<file path="src/rtl/ctrl_seq_if.sv">
// Instruction-flow control bundle between the rysy core and ctrl_seq.
// Handshake semantics: dmem_req is held high while ctrl_seq waits in MEM;
// a cycle with dmem_req=1 and dmem_gnt=1 is the accepted transfer. For loads
// the data phase completes in the first cycle with dmem_rvalid=1 while
// waiting for read data. gnt/rvalid seen outside those states are ignored.
interface ctrl_seq_if #(
    parameter int CNT_W = 16
);
    logic [4:0]       opcode;
    logic             b;
    logic             dmem_gnt;
    logic             dmem_rvalid;
    logic             reg_wr;
    logic             we;
    logic             dmem_req;
    logic [1:0]       pc_sel;
    logic [1:0]       inst_sel;
    logic             mem_sel;
    logic             busy;
    logic             err;
    logic [CNT_W-1:0] stall_cnt;

    // Controller side
    modport master (
        input  opcode, b, dmem_gnt, dmem_rvalid,
        output reg_wr, we, dmem_req, pc_sel, inst_sel, mem_sel, busy, err, stall_cnt
    );

    // Core / environment side
    modport slave (
        output opcode, b, dmem_gnt, dmem_rvalid,
        input  reg_wr, we, dmem_req, pc_sel, inst_sel, mem_sel, busy, err, stall_cnt
    );
endinterface

</file>
<file path="src/rtl/ctrl_seq.sv">
// Sequencing controller: owns pc_sel/inst_sel/mem_sel/reg_wr/we, handles
// variable-latency data memory (req/gnt/rvalid), post-redirect flush,
// wait timeout with sticky error, and a saturating stall counter.
module ctrl_seq #(
    parameter int FLUSH_DEPTH = 1,
    parameter int MAX_WAIT    = 15,
    parameter int CNT_W       = 16
) (
    input  logic        clk,
    input  logic        rst,
    ctrl_seq_if.master  bus,
    output logic [2:0]  o_state
);
    typedef enum logic [2:0] {
        S_FLUSH  = 3'd0,
        S_RUN    = 3'd1,
        S_MEM    = 3'd2,
        S_WAIT_R = 3'd3,
        S_WB     = 3'd4,
        S_ERR    = 3'd5
    } state_t;

    localparam logic [4:0] OPC_LOAD   = 5'b00000;
    localparam logic [4:0] OPC_STORE  = 5'b01000;
    localparam logic [4:0] OPC_BRANCH = 5'b11000;
    localparam logic [4:0] OPC_JAL    = 5'b11011;
    localparam logic [4:0] OPC_JALR   = 5'b11001;
    localparam logic [4:0] OPC_OP_IMM = 5'b00100;
    localparam logic [4:0] OPC_OP     = 5'b01100;
    localparam logic [4:0] OPC_LUI    = 5'b01101;

    localparam logic [1:0] PC_P4    = 2'd0;
    localparam logic [1:0] PC_ALU   = 2'd1;
    localparam logic [1:0] PC_OLD   = 2'd2;
    localparam logic [1:0] INST_MEM = 2'd0;
    localparam logic [1:0] INST_NOP = 2'd1;
    localparam logic [1:0] INST_OLD = 2'd2;

    localparam logic [2:0] FLUSH_LOAD = 3'(FLUSH_DEPTH);
    // Last wait count at which the awaited event may still arrive
    localparam logic [7:0] WAIT_LAST  = 8'(MAX_WAIT - 1);

    state_t           r_state, w_next;
    logic [2:0]       r_flush_cnt, w_flush_nxt;
    logic [7:0]       r_wait_cnt, w_wait_nxt;
    logic             r_err;
    logic [CNT_W-1:0] r_stall;

    logic [1:0] w_pc_sel, w_inst_sel;
    logic       w_mem_sel, w_reg_wr, w_we, w_req;

    // Next-state and output decode; reset overrides the enables and selects
    always_comb begin
        w_next      = r_state;
        w_flush_nxt = r_flush_cnt;
        w_wait_nxt  = r_wait_cnt;
        w_pc_sel    = PC_P4;
        w_inst_sel  = INST_MEM;
        w_mem_sel   = 1'b0;
        w_reg_wr    = 1'b0;
        w_we        = 1'b0;
        w_req       = 1'b0;
        case (r_state)
            S_FLUSH: begin
                w_inst_sel  = INST_NOP;
                w_flush_nxt = r_flush_cnt - 3'd1;
                if (r_flush_cnt <= 3'd1) w_next = S_RUN;
            end
            S_RUN: begin
                case (bus.opcode)
                    OPC_OP, OPC_OP_IMM, OPC_LUI: w_reg_wr = 1'b1;
                    OPC_JAL, OPC_JALR: begin
                        w_reg_wr    = 1'b1;
                        w_pc_sel    = PC_ALU;
                        w_inst_sel  = INST_NOP;
                        w_flush_nxt = FLUSH_LOAD;
                        w_next      = S_FLUSH;
                    end
                    OPC_BRANCH: begin
                        if (bus.b) begin
                            w_pc_sel    = PC_ALU;
                            w_inst_sel  = INST_NOP;
                            w_flush_nxt = FLUSH_LOAD;
                            w_next      = S_FLUSH;
                        end
                    end
                    OPC_LOAD, OPC_STORE: begin
                        w_pc_sel   = PC_OLD;
                        w_inst_sel = INST_OLD;
                        w_wait_nxt = 8'd0;
                        w_next     = S_MEM;
                    end
                    default: ;
                endcase
            end
            S_MEM: begin
                w_req      = 1'b1;
                w_mem_sel  = 1'b1;
                w_we       = (bus.opcode == OPC_STORE);
                w_pc_sel   = PC_OLD;
                w_inst_sel = INST_OLD;
                if (bus.dmem_gnt)
                    w_next = (bus.opcode == OPC_STORE) ? S_WB : S_WAIT_R;
                else if (r_wait_cnt >= WAIT_LAST)
                    w_next = S_ERR;
                else
                    w_wait_nxt = r_wait_cnt + 8'd1;
            end
            S_WAIT_R: begin
                w_mem_sel  = 1'b1;
                w_pc_sel   = PC_OLD;
                w_inst_sel = INST_OLD;
                if (bus.dmem_rvalid)
                    w_next = S_WB;
                else if (r_wait_cnt >= WAIT_LAST)
                    w_next = S_ERR;
                else
                    w_wait_nxt = r_wait_cnt + 8'd1;
            end
            S_WB: begin
                // Fetch-realign slot: the held instruction is retired here
                w_inst_sel = INST_NOP;
                w_reg_wr   = (bus.opcode == OPC_LOAD);
                w_next     = S_RUN;
            end
            S_ERR: begin
                w_pc_sel   = PC_OLD;
                w_inst_sel = INST_NOP;
            end
            default: w_next = S_FLUSH;
        endcase
        if (rst) begin
            w_pc_sel   = PC_P4;
            w_inst_sel = INST_NOP;
            w_mem_sel  = 1'b0;
            w_reg_wr   = 1'b0;
            w_we       = 1'b0;
            w_req      = 1'b0;
        end
    end

    // State, counters, sticky error and saturating stall count
    always_ff @(posedge clk) begin
        if (rst) begin
            r_state     <= S_FLUSH;
            r_flush_cnt <= 3'd1;
            r_wait_cnt  <= 8'd0;
            r_err       <= 1'b0;
            r_stall     <= '0;
        end else begin
            r_state     <= w_next;
            r_flush_cnt <= w_flush_nxt;
            r_wait_cnt  <= w_wait_nxt;
            r_err       <= r_err | (w_next == S_ERR);
            if (w_pc_sel == PC_OLD && r_stall != '1)
                r_stall <= r_stall + CNT_W'(1);
        end
    end

    assign bus.reg_wr    = w_reg_wr;
    assign bus.we        = w_we;
    assign bus.dmem_req  = w_req;
    assign bus.pc_sel    = w_pc_sel;
    assign bus.inst_sel  = w_inst_sel;
    assign bus.mem_sel   = w_mem_sel;
    assign bus.busy      = (r_state == S_MEM) || (r_state == S_WAIT_R) || (r_state == S_WB);
    assign bus.err       = r_err;
    assign bus.stall_cnt = r_stall;
    assign o_state       = r_state;
endmodule

</file>
<file path="src/flat_wrapper.sv">
// flat-port wrapper written by rule: the top's interface ports become plain ports
module ctrl_seq_flat 
#(
    parameter int FLUSH_DEPTH = 1,
    parameter int MAX_WAIT    = 15,
    parameter int CNT_W       = 16
)
  (clk, rst, o_state, bus_opcode, bus_b, bus_dmem_gnt, bus_dmem_rvalid, bus_reg_wr, bus_we, bus_dmem_req, bus_pc_sel, bus_inst_sel, bus_mem_sel, bus_busy, bus_err, bus_stall_cnt);
  ctrl_seq_if #(.CNT_W(CNT_W)) bus_i ();
  input  logic clk;
  input  logic rst;
  output logic [2:0] o_state;
  input wire logic [$bits(bus_i.opcode)-1:0] bus_opcode;
  input wire logic [$bits(bus_i.b)-1:0] bus_b;
  input wire logic [$bits(bus_i.dmem_gnt)-1:0] bus_dmem_gnt;
  input wire logic [$bits(bus_i.dmem_rvalid)-1:0] bus_dmem_rvalid;
  output wire logic [$bits(bus_i.reg_wr)-1:0] bus_reg_wr;
  output wire logic [$bits(bus_i.we)-1:0] bus_we;
  output wire logic [$bits(bus_i.dmem_req)-1:0] bus_dmem_req;
  output wire logic [$bits(bus_i.pc_sel)-1:0] bus_pc_sel;
  output wire logic [$bits(bus_i.inst_sel)-1:0] bus_inst_sel;
  output wire logic [$bits(bus_i.mem_sel)-1:0] bus_mem_sel;
  output wire logic [$bits(bus_i.busy)-1:0] bus_busy;
  output wire logic [$bits(bus_i.err)-1:0] bus_err;
  output wire logic [$bits(bus_i.stall_cnt)-1:0] bus_stall_cnt;
  assign bus_i.opcode = bus_opcode;
  assign bus_i.b = bus_b;
  assign bus_i.dmem_gnt = bus_dmem_gnt;
  assign bus_i.dmem_rvalid = bus_dmem_rvalid;
  assign bus_reg_wr = bus_i.reg_wr;
  assign bus_we = bus_i.we;
  assign bus_dmem_req = bus_i.dmem_req;
  assign bus_pc_sel = bus_i.pc_sel;
  assign bus_inst_sel = bus_i.inst_sel;
  assign bus_mem_sel = bus_i.mem_sel;
  assign bus_busy = bus_i.busy;
  assign bus_err = bus_i.err;
  assign bus_stall_cnt = bus_i.stall_cnt;
  ctrl_seq #(.FLUSH_DEPTH(FLUSH_DEPTH), .MAX_WAIT(MAX_WAIT), .CNT_W(CNT_W)) u_core (.clk(clk), .rst(rst), .bus(bus_i), .o_state(o_state));
endmodule
</file>
<file path="config.mk">
export PLATFORM = sky130hd
export DESIGN_NAME = ctrl_seq_flat
export DESIGN_NICKNAME = d
export VERILOG_FILES = /design/src/rtl/ctrl_seq_if.sv /design/src/rtl/ctrl_seq.sv /design/src/flat_wrapper.sv
export SDC_FILE = /design/constraint.sdc
export NUM_CORES = 1
export LEC_CHECK = 0
export CAP_MARGIN = 20
export CORE_ASPECT_RATIO = 0.8
export CORE_UTILIZATION = 45
export CTS_CLUSTER_SIZE = 10
export DETAILED_ROUTE_END_ITERATION = 8
export GPL_ROUTABILITY_DRIVEN = 1
export PLACE_DENSITY_LB_ADDON = 0.25
export SKIP_LAST_GASP = 1
export SLEW_MARGIN = 20
export SYNTH_ARGS = -nofsm -noshare
export SYNTH_HDL_FRONTEND = slang
export SYNTH_SLANG_ARGS = --single-unit
</file>
<file path="constraint.sdc">
create_clock -name clk -period 2.9 [get_ports clk]
set_input_delay 0.29 -clock clk [delete_from_list [all_inputs] [get_ports clk]]
set_output_delay 0.29 -clock clk [all_outputs]
set_load 0.005 [all_outputs]
</file>
==> results by group, run 1 <==
Drt
  • Via count: 1716
  • WL/cell: 13.87 µm
  • Initial drt markers: 141
  • Detailed-route DRC error count: 0
  • Total wire length: 4.161 mm
  • ANT nets after route: 0
  • DR vias/cell: 5.720
  • Router iterations before antenna repair: 5

Power
  • Worst VDD drop: 0.5127 mV
  • Leak Pwr: 0.8502 nW
  • Cell Pwr Density: 539.3 mW/mm²
  • Tot Pwr: 1.241 mW

Timing
  • Tightest Pin Transition: 0.5974 ns
  • Fin crit share: 90.08%
  • Fin. Hold Viols: 0
  • Clock skew: 0.005884 ns
  • Tmin final: 2.612 ns
  • TNS Setup: 0 ns
  • Endpoints failing setup: 0
  • Rel. slew slack: 60.03%
  • Max Slew Vio Count: 0
  • Fmax: 382.8 MHz
  • RSZ-0062 raised after global routing: false

Critical path
  • CP peak stage delay: 0.59 ns
  • Most frequent CP cell: clkdlybuf4s50_1
  • Worst path cell trace: clkdlybuf4s50_1, or4_4, a211oi_4, clkdlybuf4s50_1
  • Critical-path top delay cell: or4_4
  • Critical path arrival: 2.32 ns
  • Crit. End Element: primary output
  • Critical path class: in2out
  • Startpoint Class: primary input
  • Required @ worst endpoint: 2.61 ns
  • Worst-path maximum fanout: 6

Synthesis
  • Synthesized area per cell: 8.147 µm²
  • Synthesized area: 0.001752 mm²
  • Synth Area in Compound Gates: 23.57%
  • Register area share after synthesis: 35.43%
  • Synth warnings: 0
  • Post-synthesis xor/xnor area fraction: 3.000%
  • Largest family of logic cells by synthesized area: simple AND/OR/NAND/NOR gates
  • Simple-gate area share of the yosys netlist: 29.86%
  • Most numerous cell in the Yosys netlist: dfxtp_1
  • Post-synthesis async set-or-reset flop share: 0%
  • Seq cells post-synth: 31
  • Number of synthesized flops with an enable pin: 0
  • Synthesized instance count: 215
  • Post-Synth Adder-Cell Area: 3.571%
  • Netlist cell types: 49
  • Syn Nets: 230
  • Post-synthesis mux area share: 1.714%
  • Dominant cells by area after synthesis: dfxtp_1, a21oi_1, nand2_1, ha_1, nor2_1
  • Post-synth top cells: dfxtp_1, nand2_1, a21oi_1
  • Area leader, netlist: dfxtp_1
  • Synth Flop Type: dfxtp_1
  • Top cell type's share of synthesized area: 35.43%

Floorplan
  • Initial Utilization: 49.12%
  • Die area: 0.004148 mm²
  • Die height: 57.81 µm
  • Die X: 71.76 µm
  • Core area: 0.003566 mm²
  • Row count: 19
  • Top-level I/O count: 39

Global routing
  • Global-route wire length before repair: 6.865 mm
  • Grt total ovfl: 0
  • Largest net degree at the start of global routing: 17
  • Initial antenna violation count: 0
  • Number of global-route vias before repair: 1485
  • GRT Total Usage: 21.19%

Job
  • Max cap viols: 0

CTS
  • Root buf cell: clkbuf_8
  • PostCTS Resize Cnt: 0
  • CTS buffer count: 5
  • Htree depth: 2
  • Hold_buf cts: 0
  • Insertion delay to the later sink of the worst-skew pair: 0.28 ns
  • CTS tree: yes
  • Setup bufs post-CTS: 0
  • Clock Path Buffers: 2
  • Clock Pin Slew Worst Setup and Hold Paths: 0.07 ns
  • Num Clock Sinks: 31

Finish
  • Finished Core Util: 64.53%
  • Nets: 272
  • Final instance area: 0.002301 mm²
  • Layout area overhead: 31.36%
  • Ant. Diodes: 0
  • Layout cells sized above 1: 7.752%

Place
  • Placed cell area: 0.002183 mm²
  • Routability cong.: 0.8954
  • Port Buf Inserts: 38
  • Final HPWL DP: 3.012 mm

Worst hold path
  • HP Class: reg2reg

Outcome
  • Status: finished clean
cell type report:
class	instances	area (µm²)
clock buffers	6	82.58
clock inverters	2	35.03
fillers	314	1265
inverters	7	26.28
multi-input cells	171	1081
flip-flops and latches	31	620.6
well taps	42	52.55
repair buffers	41	402.9
stage by stage:
| step | setup WS [ns] | cells | hold WS, ns |
|---|---|---|---|
| floorplan | 0.9935 | 215 | 0.4411 |
| global placement | 0.2961 | 292 | 0.4584 |
| detailed placement | 0.2827 | 292 | 0.4631 |
| CTS | 0.2856 | 300 | 0.4805 |
| global route | 0.1520 | 300 | 0.5164 |
| finish | 0.2876 | 300 | 0.4762 |
report_power, final:
part           internal, mW  leakage [nW]  total (mW)  switching [mW]
sequential            0.452         0.251       0.498          0.0461
combinational         0.142         0.538       0.301           0.158
clock                 0.278        0.0612       0.442           0.164
total                 0.872         0.850        1.24           0.369
registers in the layout (all words and copies together) (netlist names):
register / flops
u_core.bus.stall_cnt: 16
u_core.r_flush_cnt: 3
u_core.r_wait_cnt: 8
u_core.o_state: 3
u_core.bus.err: 1
metal layers:
metal	share of wire, %	track usage, %	vias up
met5	0	0	-
met4	1.1	7.563	0
met3	5.4	5.043	4
met2	42	31.00	50
met1	51	30.45	780
li1	-	-	882
worst max-delay path: cells and delay by family:
kind | cells | cell delay, ns
buf+inv | 2 | 1.07
simple gates | 1 | 0.59
compound gates | 1 | 0.37
final timing paths:
kind	slack [ns]	start	to	cells after the start
worst max-delay path	0.29	bus_opcode[0]	bus_pc_sel[1]	4
worst min-delay path	0.48	u_core.r_wait_cnt[7]	u_core.r_wait_cnt[7]	1
worst max register to register	0.72	u_core.o_state[1]	u_core.bus.stall_cnt[11]	5
worst min register to register	0.48	u_core.r_wait_cnt[7]	u_core.r_wait_cnt[7]	1
cell usage in the layout, fill, tap and decap left out, drive strengths merged, types with 2 or more instances in the layout:
cell type / netlist / routed
a31o: 2 / 2
xor2: 6 / 6
a21oi: 19 / 19
a31oi: 2 / 2
a211oi: 2 / 2
dfxtp: 31 / 31
and4: 2 / 2
inv: 7 / 7
o2111ai: 2 / 2
o21ai: 12 / 12
and3: 6 / 6
nor2: 15 / 15
nor2b: 7 / 7
and2: 5 / 5
o211ai: 2 / 2
o21a: 4 / 4
nand2: 22 / 22
clkdlybuf4s50: 0 / 38
nand3: 7 / 7
mux2i: 3 / 3
nor3: 7 / 7
ha: 5 / 5
clkbuf: 4 / 6
buf: 2 / 3
nand4: 5 / 5
nor4: 4 / 4
a21o: 4 / 4
or4: 2 / 2
a311oi: 3 / 3
or3: 8 / 8
logic make-up (layout without fill, tap and decap cells):
family / after synthesis / after routing
AND/OR/NAND/NOR: 97 / 97
AO/OA/AOI/OAI: 60 / 60
flip-flops: 31 / 31
buffers and inverters: 13 / 56
XOR/XNOR: 6 / 6
adder cells (fa/ha/maj): 5 / 5
multiplexers: 3 / 3
No activity file was read; power rests on OpenSTA's default activity.
==> run 2: changes to the inputs <==
Clock period 2.9 ns to 2.7 ns, I/O delays scaled along.
==> run 2 against run 1 <==
Effect of this change: power decreased by 1.8%; utilization is 0.18 points lower; wire length decreased by 1.3%; clock skew fell by 0.0018 ns; clock-buffer cell count increased by 1; sequential share of layout area is 0.074 points higher; final area is 0.27% lower; worst setup slack worse by 0.079 ns; largest power group unchanged; register-to-register slack worse by 0.17 ns.
==> results by group, run 2 (synthesis results as in run 1) <==
Outcome
  • Status: finished clean (unchanged)

Place
  • Routability cong.: 0.8356 (was 0.8954)
  • Final HPWL DP: 3.018 mm (was 3.012 mm)
  • Pre-CTS worst setup slack: 0.2149 ns (was 0.2827 ns)
  • Port Buf Inserts: 38 (unchanged)
  • Dpl cells: 296 (was 292)

CTS
  • CTS buffer count: 5 (unchanged)
  • Clock Pin Slew Worst Setup and Hold Paths: 0.06 ns (was 0.07 ns)
  • Htree depth: 2 (unchanged)
  • CTS tree: yes (unchanged)
  • Setup bufs post-CTS: 0 (unchanged)
  • Clock Path Buffers: 2 (unchanged)
  • Num Clock Sinks: 31 (unchanged)
  • Hold_buf cts: 0 (unchanged)
  • PostCTS Resize Cnt: 0 (unchanged)
  • Root buf cell: clkbuf_8 (unchanged)
  • Insertion delay to the later sink of the worst-skew pair: 0.27 ns (was 0.28 ns)

Timing
  • RSZ-0062 raised after global routing: false (unchanged)
  • Fmax: 401.4 MHz
  • Clock skew: 0.004046 ns (was 0.005884 ns)
  • Rel. slew slack: 62.12% (was 60.03%)
  • Fin. Hold Viols: 0 (unchanged)
  • Fin crit share: 92.27%
  • Tmin final: 2.491 ns
  • Final WS setup: 0.2087 ns (was 0.2876 ns)
  • Tightest Pin Transition: 0.5622 ns (was 0.5974 ns)
  • Endpoints failing setup: 0 (unchanged)
  • Max Slew Vio Count: 0 (unchanged)
  • Hold_ws: 0.4688 ns (was 0.4762 ns)
  • TNS Setup: 0 ns (unchanged)

Global routing
  • Largest net degree at the start of global routing: 17 (unchanged)
  • Global-route wire length before repair: 6.734 mm (was 6.865 mm)
  • Grt total ovfl: 0 (unchanged)
  • Initial antenna violation count: 0 (unchanged)
  • Number of global-route vias before repair: 1433 (was 1485)
  • GRT Total Usage: 20.66% (was 21.19%)

Finish
  • Commonest non-fill, non-tap cells in the layout: clkdlybuf4s50_1, dfxtp_1, nand2_1 (unchanged)
  • Filler Cell Count: 321 (was 314)
  • Ant. Diodes: 0 (unchanged)
  • Layout cells sized above 1: 8.397% (was 7.752%)
  • Sequential Area: 620.6 µm² (unchanged)
  • Most common cell after layout, fill and taps aside: clkdlybuf4s50_1 (unchanged)
  • Area occupied by multi-input gates: 0.001081 mm² (unchanged)
  • Max reg flops: 16 (unchanged)
  • Nets: 276 (was 272)
  • Layout area overhead: 31.00% (was 31.36%)
  • Post-route insts no fill: 304 (was 300)

Critical path
  • Startpoint Class: primary input (unchanged)
  • Critical path class: in2out (unchanged)
  • Worst path cell trace: clkdlybuf4s50_1, or4_4, nor4_1, a21oi_1, nor3_1, clkdlybuf4s50_1 (was clkdlybuf4s50_1, or4_4, a211oi_4, clkdlybuf4s50_1)
  • Worst r2r path cells: 6 (was 5)
  • Critical-path top delay cell: or4_4 (unchanged)
  • Worst path bufs/invs: 2 (unchanged)
  • Reg2reg end: u_core.bus.stall_cnt[14] (was u_core.bus.stall_cnt[11])
  • Most frequent CP cell: clkdlybuf4s50_1 (unchanged)
  • CP top delay family: buffers and inverters (unchanged)
  • Critical path arrival: 2.22 ns (was 2.32 ns)
  • Reg2Reg Setup Slack: 0.55 ns (was 0.72 ns)
  • Stages on worst setup path: 6 (was 4)
  • CP peak stage delay: 0.55 ns (was 0.59 ns)
  • Required @ worst endpoint: 2.43 ns (was 2.61 ns)
  • Worst-path maximum fanout: 4 (was 6)
  • Worst Setup SP: bus_opcode[2] (was bus_opcode[0])
  • Crit. End Element: primary output (unchanged)
  • Worst r2r src: u_core.o_state[1] (unchanged)
  • End point of the critical path: bus_reg_wr (was bus_pc_sel[1])

Power
  • Worst VDD drop: 0.4502 mV (was 0.5127 mV)
  • Leak Pwr: 0.8514 nW (was 0.8502 nW)
  • Cell Pwr Density: 530.9 mW/mm² (was 539.3 mW/mm²)

Drt
  • WL/cell: 13.51 µm (was 13.87 µm)
  • Total wire length: 4.108 mm (was 4.161 mm)
  • Detailed-route DRC error count: 0 (unchanged)
  • DR vias/cell: 5.602 (was 5.720)
  • Via count: 1703 (was 1716)
  • ANT nets after route: 0 (unchanged)
  • Router iterations before antenna repair: 4 (was 5)
  • Initial drt markers: 90 (was 141)

Floorplan
  • Die area: 0.004148 mm² (unchanged)
  • Row count: 19 (unchanged)
  • Core area: 0.003566 mm² (unchanged)
  • Die height: 57.81 µm (unchanged)
  • Die X: 71.76 µm (unchanged)
  • Initial Utilization: 49.12% (unchanged)
  • Top-level I/O count: 39 (unchanged)

Job
  • Max cap viols: 0 (unchanged)

Worst hold path
  • HP Class: reg2reg (unchanged)
-- run 2: cell type report --
cell class | count | share of cell area, %
Multi-Input combinational cell | 171 | 47.11
Sequential cell | 31 | 27.04
Timing Repair Buffer | 45 | 18.87
Clock buffer | 7 | 3.326
Tap cell | 42 | 2.290
Inverter | 7 | 1.145
Clock inverter | 1 | 0.2181
-- run 2: per-layer routing --
metal,global-route usage (%),wire length (µm),vias up,part of all wire [%]
met2,29.51,1721,40,42
met3,4.696,166,4,4.0
met1,31.10,2191,765,53
met4,5.602,29,0,0.71
li1,-,-,894,-
met5,0,0,-,0
-- run 2: worst min-delay path by stage --
stage | start | to | slack [ns] | cells after the start
2_1_floorplan | u_core.r_wait_cnt[7] | u_core.r_wait_cnt[7] | 0.44 | 1
5_1_grt | u_core.r_wait_cnt[7] | u_core.r_wait_cnt[7] | 0.48 | 1
3_5_place_dp | u_core.r_wait_cnt[7] | u_core.r_wait_cnt[7] | 0.46 | 1
4_1_cts | u_core.r_wait_cnt[7] | u_core.r_wait_cnt[7] | 0.47 | 1
3_3_place_gp | u_core.r_wait_cnt[7] | u_core.r_wait_cnt[7] | 0.46 | 1
6_report | u_core.r_wait_cnt[7] | u_core.r_wait_cnt[7] | 0.47 | 1
-- run 2: through the flow --
stage                     util, %  total power, mW  cell area (µm²)
after global routing        64.35            1.294             2295
after floorplan                 -           0.7562             1752
after global placement      62.07           0.8706             2213
after CTS                   64.35            1.222             2295
final                       64.35            1.218             2295
after detailed placement    62.07           0.8717             2213
-- run 2: where the power goes --
group / leakage, nW / total [mW] / internal [mW] / switching, mW
sequential: 0.251 / 0.508 / 0.486 / 0.0221
clock: 0.0422 / 0.344 / 0.181 / 0.163
combinational: 0.559 / 0.367 / 0.163 / 0.204
total: 0.851 / 1.22 / 0.830 / 0.389
==> run 3: changes to the inputs <==
Settings changed: CTS_CLUSTER_DIAMETER from default to 60, SLEW_MARGIN 20 to 10.
==> results of run 3 <==
Same layout as run 2: the final DEF is identical, and so are final timing and power.
